`config.mk`:
```
export PLATFORM = sky130hd
export DESIGN_NAME = mem_arbiter
export DESIGN_NICKNAME = d
export VERILOG_FILES = /design/src/rtl/mem_arbiter.sv
export SDC_FILE = /design/constraint.sdc
export NUM_CORES = 1
export LEC_CHECK = 0
export BUFFER_PORTS_ARGS = -buffer_cell sky130_fd_sc_hd__clkbuf_2
export CAP_MARGIN = 20
export CORE_MARGIN = 5
export CORE_UTILIZATION = 45
export DETAILED_ROUTE_END_ITERATION = 7
export PLACE_DENSITY = 0.75
export SLEW_MARGIN = 15
export SYNTH_ARGS = -nofsm -noshare
export SYNTH_HDL_FRONTEND = slang
export SYNTH_SLANG_ARGS = --single-unit
```
`constraint.sdc`:
```
create_clock -name clock -period 1.81 [get_ports clock]
set_clock_uncertainty 0.05 [all_clocks]
set_input_delay 0.0905 -clock clock [delete_from_list [all_inputs] [get_ports clock]]
set_output_delay 0.0905 -clock clock [all_outputs]
set_load 0.03 [all_outputs]
```
`src/rtl/mem_arbiter.sv`:
```
// mem_arbiter: arbitrates one single-port unified memory between the
// instruction-fetch port and the load/store data port. Data wins ties
// unless fetch has been passed over MAX_DATA_BURST times in a row. A
// granted request is held on the memory bus until memAck or until it
// times out, then the owner gets a one-cycle valid pulse.
module mem_arbiter #(
  parameter int ADDR_WIDTH     = 32,
  parameter int DATA_WIDTH     = 32,
  parameter int MAX_DATA_BURST = 4,
  parameter int TIMEOUT        = 16
) (
  input  logic                  clock,
  input  logic                  reset_n,
  // fetch port
  input  logic                  ifReq,
  input  logic [ADDR_WIDTH-1:0] ifAddr,
  output logic [DATA_WIDTH-1:0] ifRdata,
  output logic                  ifValid,
  // load/store port
  input  logic                  dReq,
  input  logic                  dWe,
  input  logic [ADDR_WIDTH-1:0] dAddr,
  input  logic [DATA_WIDTH-1:0] dWdata,
  input  logic [3:0]            dBe,
  output logic [DATA_WIDTH-1:0] dRdata,
  output logic                  dValid,
  output logic                  busErr,
  // memory side
  output logic                  memReq,
  output logic                  memWe,
  output logic [ADDR_WIDTH-1:0] memAddr,
  output logic [DATA_WIDTH-1:0] memWdata,
  output logic [3:0]            memBe,
  input  logic [DATA_WIDTH-1:0] memRdata,
  input  logic                  memAck
);

  localparam int SW = $clog2(MAX_DATA_BURST + 1);
  localparam int TW = (TIMEOUT > 2) ? $clog2(TIMEOUT) : 1;

  typedef enum logic [1:0] {IDLE, BUSY_IF, BUSY_D, RESP} state_t;

  state_t                state_q;
  logic [SW-1:0]         starve_q;
  logic [TW-1:0]         timer_q;
  logic                  memReq_q, memWe_q, ifValid_q, dValid_q, busErr_q;
  logic [ADDR_WIDTH-1:0] memAddr_q;
  logic [DATA_WIDTH-1:0] memWdata_q, ifRdata_q, dRdata_q;
  logic [3:0]            memBe_q;

  logic                  gnt_d_d;
  logic                  timeout_d;
  logic [SW-1:0]         starve_d;

  // Byte-offset bits never reach the memory; the bus is word addressed.
  logic unused_addr_lsbs;
  assign unused_addr_lsbs = ^{ifAddr[1:0], dAddr[1:0]};

  // Arbitration: data wins unless fetch has starved for a full burst;
  // also the starvation counter value to commit if this cycle grants.
  always_comb begin
    gnt_d_d   = dReq && !(ifReq && (starve_q == SW'(MAX_DATA_BURST)));
    timeout_d = (timer_q == TW'(TIMEOUT - 1));
    starve_d  = '0;
    if (gnt_d_d && ifReq)
      starve_d = (starve_q == SW'(MAX_DATA_BURST)) ? starve_q : starve_q + SW'(1);
  end

  // Main FSM; every output is a register updated here.
  always_ff @(posedge clock or negedge reset_n) begin
    if (!reset_n) begin
      state_q    <= IDLE;
      starve_q   <= '0;
      timer_q    <= '0;
      memReq_q   <= 1'b0;
      memWe_q    <= 1'b0;
      memAddr_q  <= '0;
      memWdata_q <= '0;
      memBe_q    <= '0;
      ifRdata_q  <= '0;
      dRdata_q   <= '0;
      ifValid_q  <= 1'b0;
      dValid_q   <= 1'b0;
      busErr_q   <= 1'b0;
    end else begin
      ifValid_q <= 1'b0;
      dValid_q  <= 1'b0;
      busErr_q  <= 1'b0;
      case (state_q)
        IDLE: begin
          if (dReq || ifReq) begin
            memReq_q <= 1'b1;
            timer_q  <= '0;
            starve_q <= starve_d;
            if (gnt_d_d) begin
              memAddr_q  <= {dAddr[ADDR_WIDTH-1:2], 2'b00};
              memWe_q    <= dWe;
              memBe_q    <= dWe ? dBe : 4'hF;
              memWdata_q <= dWdata;
              state_q    <= BUSY_D;
            end else begin
              memAddr_q <= {ifAddr[ADDR_WIDTH-1:2], 2'b00};
              memWe_q   <= 1'b0;
              memBe_q   <= 4'hF;
              state_q   <= BUSY_IF;
            end
          end
        end
        BUSY_IF, BUSY_D: begin
          // memAck has priority over a timeout landing in the same cycle.
          if (memAck) begin
            memReq_q <= 1'b0;
            if (state_q == BUSY_IF) begin
              ifRdata_q <= memRdata;
              ifValid_q <= 1'b1;
            end else begin
              if (!memWe_q) dRdata_q <= memRdata;
              dValid_q <= 1'b1;
            end
            state_q <= RESP;
          end else if (timeout_d) begin
            memReq_q <= 1'b0;
            busErr_q <= 1'b1;
            if (state_q == BUSY_IF) begin
              ifRdata_q <= '0;
              ifValid_q <= 1'b1;
            end else begin
              dRdata_q <= '0;
              dValid_q <= 1'b1;
            end
            state_q <= RESP;
          end else begin
            timer_q <= timer_q + TW'(1);
          end
        end
        RESP: begin
          // Valid/busErr pulse is visible during this cycle.
          timer_q <= '0;
          state_q <= IDLE;
        end
        default: state_q <= IDLE;
      endcase
    end
  end

  assign memReq   = memReq_q;
  assign memWe    = memWe_q;
  assign memAddr  = memAddr_q;
  assign memWdata = memWdata_q;
  assign memBe    = memBe_q;
  assign ifRdata  = ifRdata_q;
  assign dRdata   = dRdata_q;
  assign ifValid  = ifValid_q;
  assign dValid   = dValid_q;
  assign busErr   = busErr_q;

endmodule

```
# Word level (Yosys, flattened, before mapping)
# Cells that the tools add are included.
[word_totals]
regBits = 146
word_cells = 83
in_bits = 138
[op_classes]
n_bitwise = 1
mux = 39
n_reduce_logical = 17
eq_ne = 11
addsub = 2
[op_table]
columns = ["operator", "count"]
rows = [
  ["32-bit 2-to-1 mux", 10],
  ["4-bit 2-to-1 mux", 5],
  ["1-bit 2-to-1 mux", 15],
  ["3-bit AND reduction", 5],
  ["4-bit one-hot mux with 3 select lines", 1],
  ["2-bit inequality test, second input constant", 5],
  ["2-bit 2-to-1 mux", 4],
  ["3-bit 2-to-1 mux", 2],
  ["2-bit one-hot mux with 3 select lines", 1],
  ["4-bit by 1-bit adder with 4-bit output, second input constant", 1],
  ["2-bit == test, second input constant", 2],
  ["4-bit == test, second input constant", 1],
  ["2-bit AND reduction", 2],
  ["4-bit AND reduction", 1],
  ["2-bit nonzero test", 2],
  ["3-bit by 1-bit adder with 3-bit output, second input constant", 1],
  ["3-bit == test, second input constant", 1],
  ["1-bit logical AND", 3],
  ["3-bit inequality test, second input constant", 1],
  ["2-bit by 1-bit == test with 1-bit output, second input constant", 1],
  ["2-bit logical NOT", 1],
  ["1-bit one-hot mux with 2 select lines", 1],
  ["2-bit OR reduction", 1],
  ["1-bit logical NOT", 1],
  ["2 further kinds", 2],
]

# Depth between registers and ports, before layout
[logic_depth]
depth_word = 7
depth_mapped = 8
ltp_nobuf = 5

# Least setup slack after synthesis
# No wires, ideal clock.
[synth_timing]
kind = "register -> register"
from = "register starve_q[0]"
to = "register memWdata_q[10], in the netlist memWdata[10]"
t_arrival_ps = 1465
setup_time_ps = 125
slack_ps = 170
n_path_buf = 2
stages_incl_launch_ff = 8
path_cell_list = "dfrtp_1 inv_1 ha_1 nand3_4 and2_1 buf_6 buf_6 mux2_4"
[synth_via]
elab_chain_cells = 5
[synth_rtl]
columns = ["item", "line_no", "rtl"]
rows = [
  ["start: declaration", "44", "logic [SW-1:0] starve_q;"],
  ["start signal: assignment", "94", "starve_q <= starve_d;"],
  ["3-bit == test", "62", "gnt_d_d = dReq && !(ifReq && (starve_q == SW'(MAX_DATA_BURST)));"],
  ["1-bit logical AND", "62", ""],
  ["1-bit logical NOT", "62", ""],
  ["1-bit logical AND", "62", ""],
  ["3-bit AND reduction (no line)", "n/a", ""],
  ["end signal: assignment", "99", "memWdata_q <= dWdata;"],
  ["end: declaration", "48", "logic [DATA_WIDTH-1:0] memWdata_q, ifRdata_q, dRdata_q;"],
]
# No other way between the ends.
# A chain may end at the register's enable or synchronous reset.

# Final worst setup path
[layout_timing]
from = "register state_q[0]"
to = "register timer_q[2]"
[layout_via]
elab_chain_cells = 4
[layout_rtl]
columns = ["item", "line_no", "rtl"]
rows = [
  ["start: declaration", "43", "state_t state_q;"],
  ["start signal: assignment", "72", "state_q <= IDLE;"],
  ["start signal: assignment", "100", "state_q <= BUSY_D;"],
  ["start signal: assignment", "105", "state_q <= BUSY_IF;"],
  ["2-bit by 1-bit == test with 1-bit output or 2-bit == test (tied branches)", "89", "case (state_q)"],
  ["2-bit OR reduction", "89", ""],
  ["2-bit inequality test (no line)", "n/a", ""],
  ["3-bit AND reduction (no line)", "n/a", ""],
  ["end signal: assignment", "133", "timer_q <= timer_q + TW'(1);"],
  ["end: declaration", "45", "logic [TW-1:0] timer_q;"],
]
# Several ways; a longest one is shown, not always the timed one.

==> flow_metrics.py <==
metrics = {
    "status": {
        "outcome": "completed",
    },
    "routing": {
        "drt-total-wl_microns": 21090,
        "drtAntennaViolNets": 0,
        "drt_iter0_drc": 419,
        "dr.pass1.iters": 5,
        "avgRoutedWirePerCell_microns": 18.55,
        "vias": 6132,
        "via_per_inst": 5.393,
        "post-route-drc-count": 0,
    },
    "global_route": {
        "grt_pass1_wl_microns": 33400,
        "grt_pass1_vias": 6527,
        "grt_remaining_overflow": 0,
        "antenna_found_initial": 0,
        "track_usage_pct": 25.70,
        "grt_start_max_net_pins": 48,
    },
    "run": {
        "maxCapViolCount": 0,
    },
    "yosys": {
        "syn_area_per_cell_sq_um": 11.30,
        "syn-cell-area_sq_mm": 0.006260,
        "synth.top_cells.by_area": "dfrtp_1 (58%), mux2_4 (7.0%), nand4_1 (6.4%), a22o_1 (4.5%), nand2_1 (4.0%)",
        "synth_top_cell_area_share_pct": 57.57,
        "yosysUniqueCellTypes": 41,
        "syn_inst": 554,
        "async_reset_ff_share_pct": 100.0,
        "yosysSeqAreaShare_pct": 57.57,
        "synthFlopType": "dfrtp_1",
        "synth_seq_cells": 144,
        "ys_warn_count": 0,
        "yosysTopAreaCell": "dfrtp_1",
        "synth_edf_count": 0,
    },
    "pwr": {
        "pwr-share-clk_pct": 16.9,
        "p_sw_share_pct": 45.42,
        "p_int_mw": 10.08,
        "power_density_mw_per_mm2": 1901,
        "p_sw_mw": 8.388,
        "combinationalPowerShare_pct": 52.0,
        "power_frac_seq_pct": 31.1,
        "vdd_drop_max_mv": 0.9160,
        "p_leak_nw": 4.801,
    },
    "placement": {
        "placed_area_sq_mm": 0.007863,
        "io_buffers": 268,
        "dp_slack_ns": 0.09624,
        "post-dp-hpwl_microns": 12800,
        "routabilityCongestion": 0.8187,
    },
    "finish": {
        "syn2layout_area_growth_pct": 55.19,
        "layout_commonest_cell": "clkbuf_2",
        "drive_above_1_share_pct": 37.83,
        "fin_util_pct": 70.53,
        "final_cell_mix": "clkbuf_2 (267), dfrtp_1 (144), dlygate4sd3_1 (130), nand2_1 (66), nand4_1 (64)",
        "n_antenna_cell": 0,
        "final_area_sq_mm": 0.009714,
        "nNetsFinal": 1090,
        "fillers": 920,
    },
    "floorplan": {
        "dieArea_sq_mm": 0.01637,
        "die-width_microns": 127.9,
        "io_pins": 275,
        "rows": 43,
        "coreArea_sq_mm": 0.01377,
        "fp.dieH_microns": 127.9,
        "start_util_pct": 45.45,
    },
    "clock_network": {
        "clock_sinks": 144,
        "clockBufferDepth": 2,
        "cts_buffers": 17,
        "clkLatencyLatePin_ns": 0.41,
        "htreeDepth": 4,
        "cts_tree": "done",
        "clk_pin_slew_ns": 0.06,
        "clock-root-buffer": "clkbuf_16",
    },
    "worst_setup_path": {
        "critPathLaunchType": "register",
        "slowest_stage": "or3b_2",
        "arrival_ns": 1.96,
        "cp_max_fo": 7,
        "crit_path_end_kind": "register",
        "cp_cell_sequence": "inv_1, ha_2, buf_4, or3b_2, a31oi_1, a21oi_1",
        "cpPeakStageDelay_ns": 0.50,
        "critPathKind": "reg -> reg",
        "reg2reg_slack_ns": 0.09,
        "worst_ep_required_time_ns": 2.05,
    },
    "timing": {
        "fmax_mhz": 582.6,
        "setup_ws_ns": 0.09341,
        "final-hold-violation-count": 0,
        "fin_crit_ns": 1.717,
        "setup_viol": 0,
        "rsz0062_at_grt": "false",
        "fin_crit_sh_pct": 94.84,
        "timing.setup.tns_ns": 0,
        "maxSlewViolCount": 0,
    },
    "worst_hold_path": {
        "hp-class": "in -> reg",
    },
}
==> cells by family (layout without fill, tap and decap cells) <==
logic type                 Yosys count  in the layout  share of synthesized area (%)
adders and majority gates            5              5                         0.9994
AOI/OAI and AO/OA                  118            118                          13.27
buffers and inverters               91            493                          6.656
and+or+nand+nor                    162            162                          13.79
other                                1              2                        0.05991
muxes                               33             33                          7.655
DFF                                144            144                          57.57
==> cell type report <==
type                    count  area, sq um  area share (%)
clock inverters             8        67.56          0.6955
clock buffers              21        450.4           4.637
multi-input cells         320         2248           23.15
repair buffers            425         2973           30.60
flip-flops and latches    144         3603           37.09
well taps                 180        225.2           2.318
inverters                  39        146.4           1.507
==> flip-flops by register name, summed over array words and instances (netlist names), 2 cells and up <==
register,count
starve_q,3
timer_q,4
state_q,2
memWdata,32
ifRdata,32
memBe,4
dRdata,32
memAddr,30
==> stage by stage <==
step	hold WS, ns	cells	power, mW
finish	0.06403	1137	18.47
global route	0.1055	1137	19.46
CTS	0.04230	1136	18.40
detailed placement	-0.004428	977	14.99
global placement	-0.004470	977	14.77
floorplan	-0.2551	555	11.94
==> critical path: cells and delay by family (launching register included) <==
kind | cells | cell delay [ns]
AOI/OAI and AO/OA | 2 | 0.26
adders and majority gates | 1 | 0.16
buffers and inverters | 2 | 0.21
DFF | 1 | 0.41
and+or+nand+nor | 1 | 0.50
==> layer usage <==
layer	vias up	GRT usage, %	share of wire (%)
met5	-	0	0
met4	0	9.675	2.4
met3	44	7.917	9.8
met2	356	43.44	50
met1	2963	30.91	38
li1	2769	-	-
==> synthesized netlist by cell type, types with 2 or more instances <==
cell and number:
a22o_1 32, o21ai_0 35, ha_1 5, inv_1 39
buf_2 21, nand4b_1 3, mux2_4 29, dfrtp_1 144
nand2_1 66, nand3_1 7, nor3b_1 3, a31oi_1 8
nand4_1 64, mux2_2 3, a21oi_1 2, o211ai_1 30
nor2_1 10, buf_4 3, clkbuf_1 22, buf_6 5
and2_1 3
==> power groups by stage <==
stage | Clock, mW | Combinational, mW | Sequential (mW)
3_5_place_dp | 0 | 9.28 | 5.71
3_3_place_gp | 0 | 9.09 | 5.69
4_1_cts | 3.18 | 9.51 | 5.71
2_1_floorplan | 0 | 3.46 | 8.48
5_1_grt | 3.34 | 10.2 | 5.90
6_report | 3.13 | 9.60 | 5.74
==> final timing paths <==
check	start	end	depth (start not counted)
max	state_q[0]$_DFFE_PN0P_	timer_q[2]$_DFFE_PN0P_	6
max in group asynchronous	reset_n	memWdata[2]$_DFFE_PN0P_	3
max reg2reg	state_q[0]$_DFFE_PN0P_	timer_q[2]$_DFFE_PN0P_	6
min	ifReq	starve_q[0]$_DFFE_PN0P_	3
min reg2reg	dRdata[30]$_DFFE_PN0P_	dRdata[30]$_DFFE_PN0P_	1
min in group asynchronous	reset_n	dRdata[9]$_DFFE_PN0P_	2
==> what timing repair did <==
| item | 4_1_cts | 5_1_grt |
|---|---|---|
| resized for setup | 0 | 3 |
| hold buffers | 130 | 0 |
| setup endpoints to repair | 0 | 11 |
| buffers inserted | 0 | 0 |
| hold endpoints to repair | 275 | 0 |
Power figures use the tool's default switching activity.
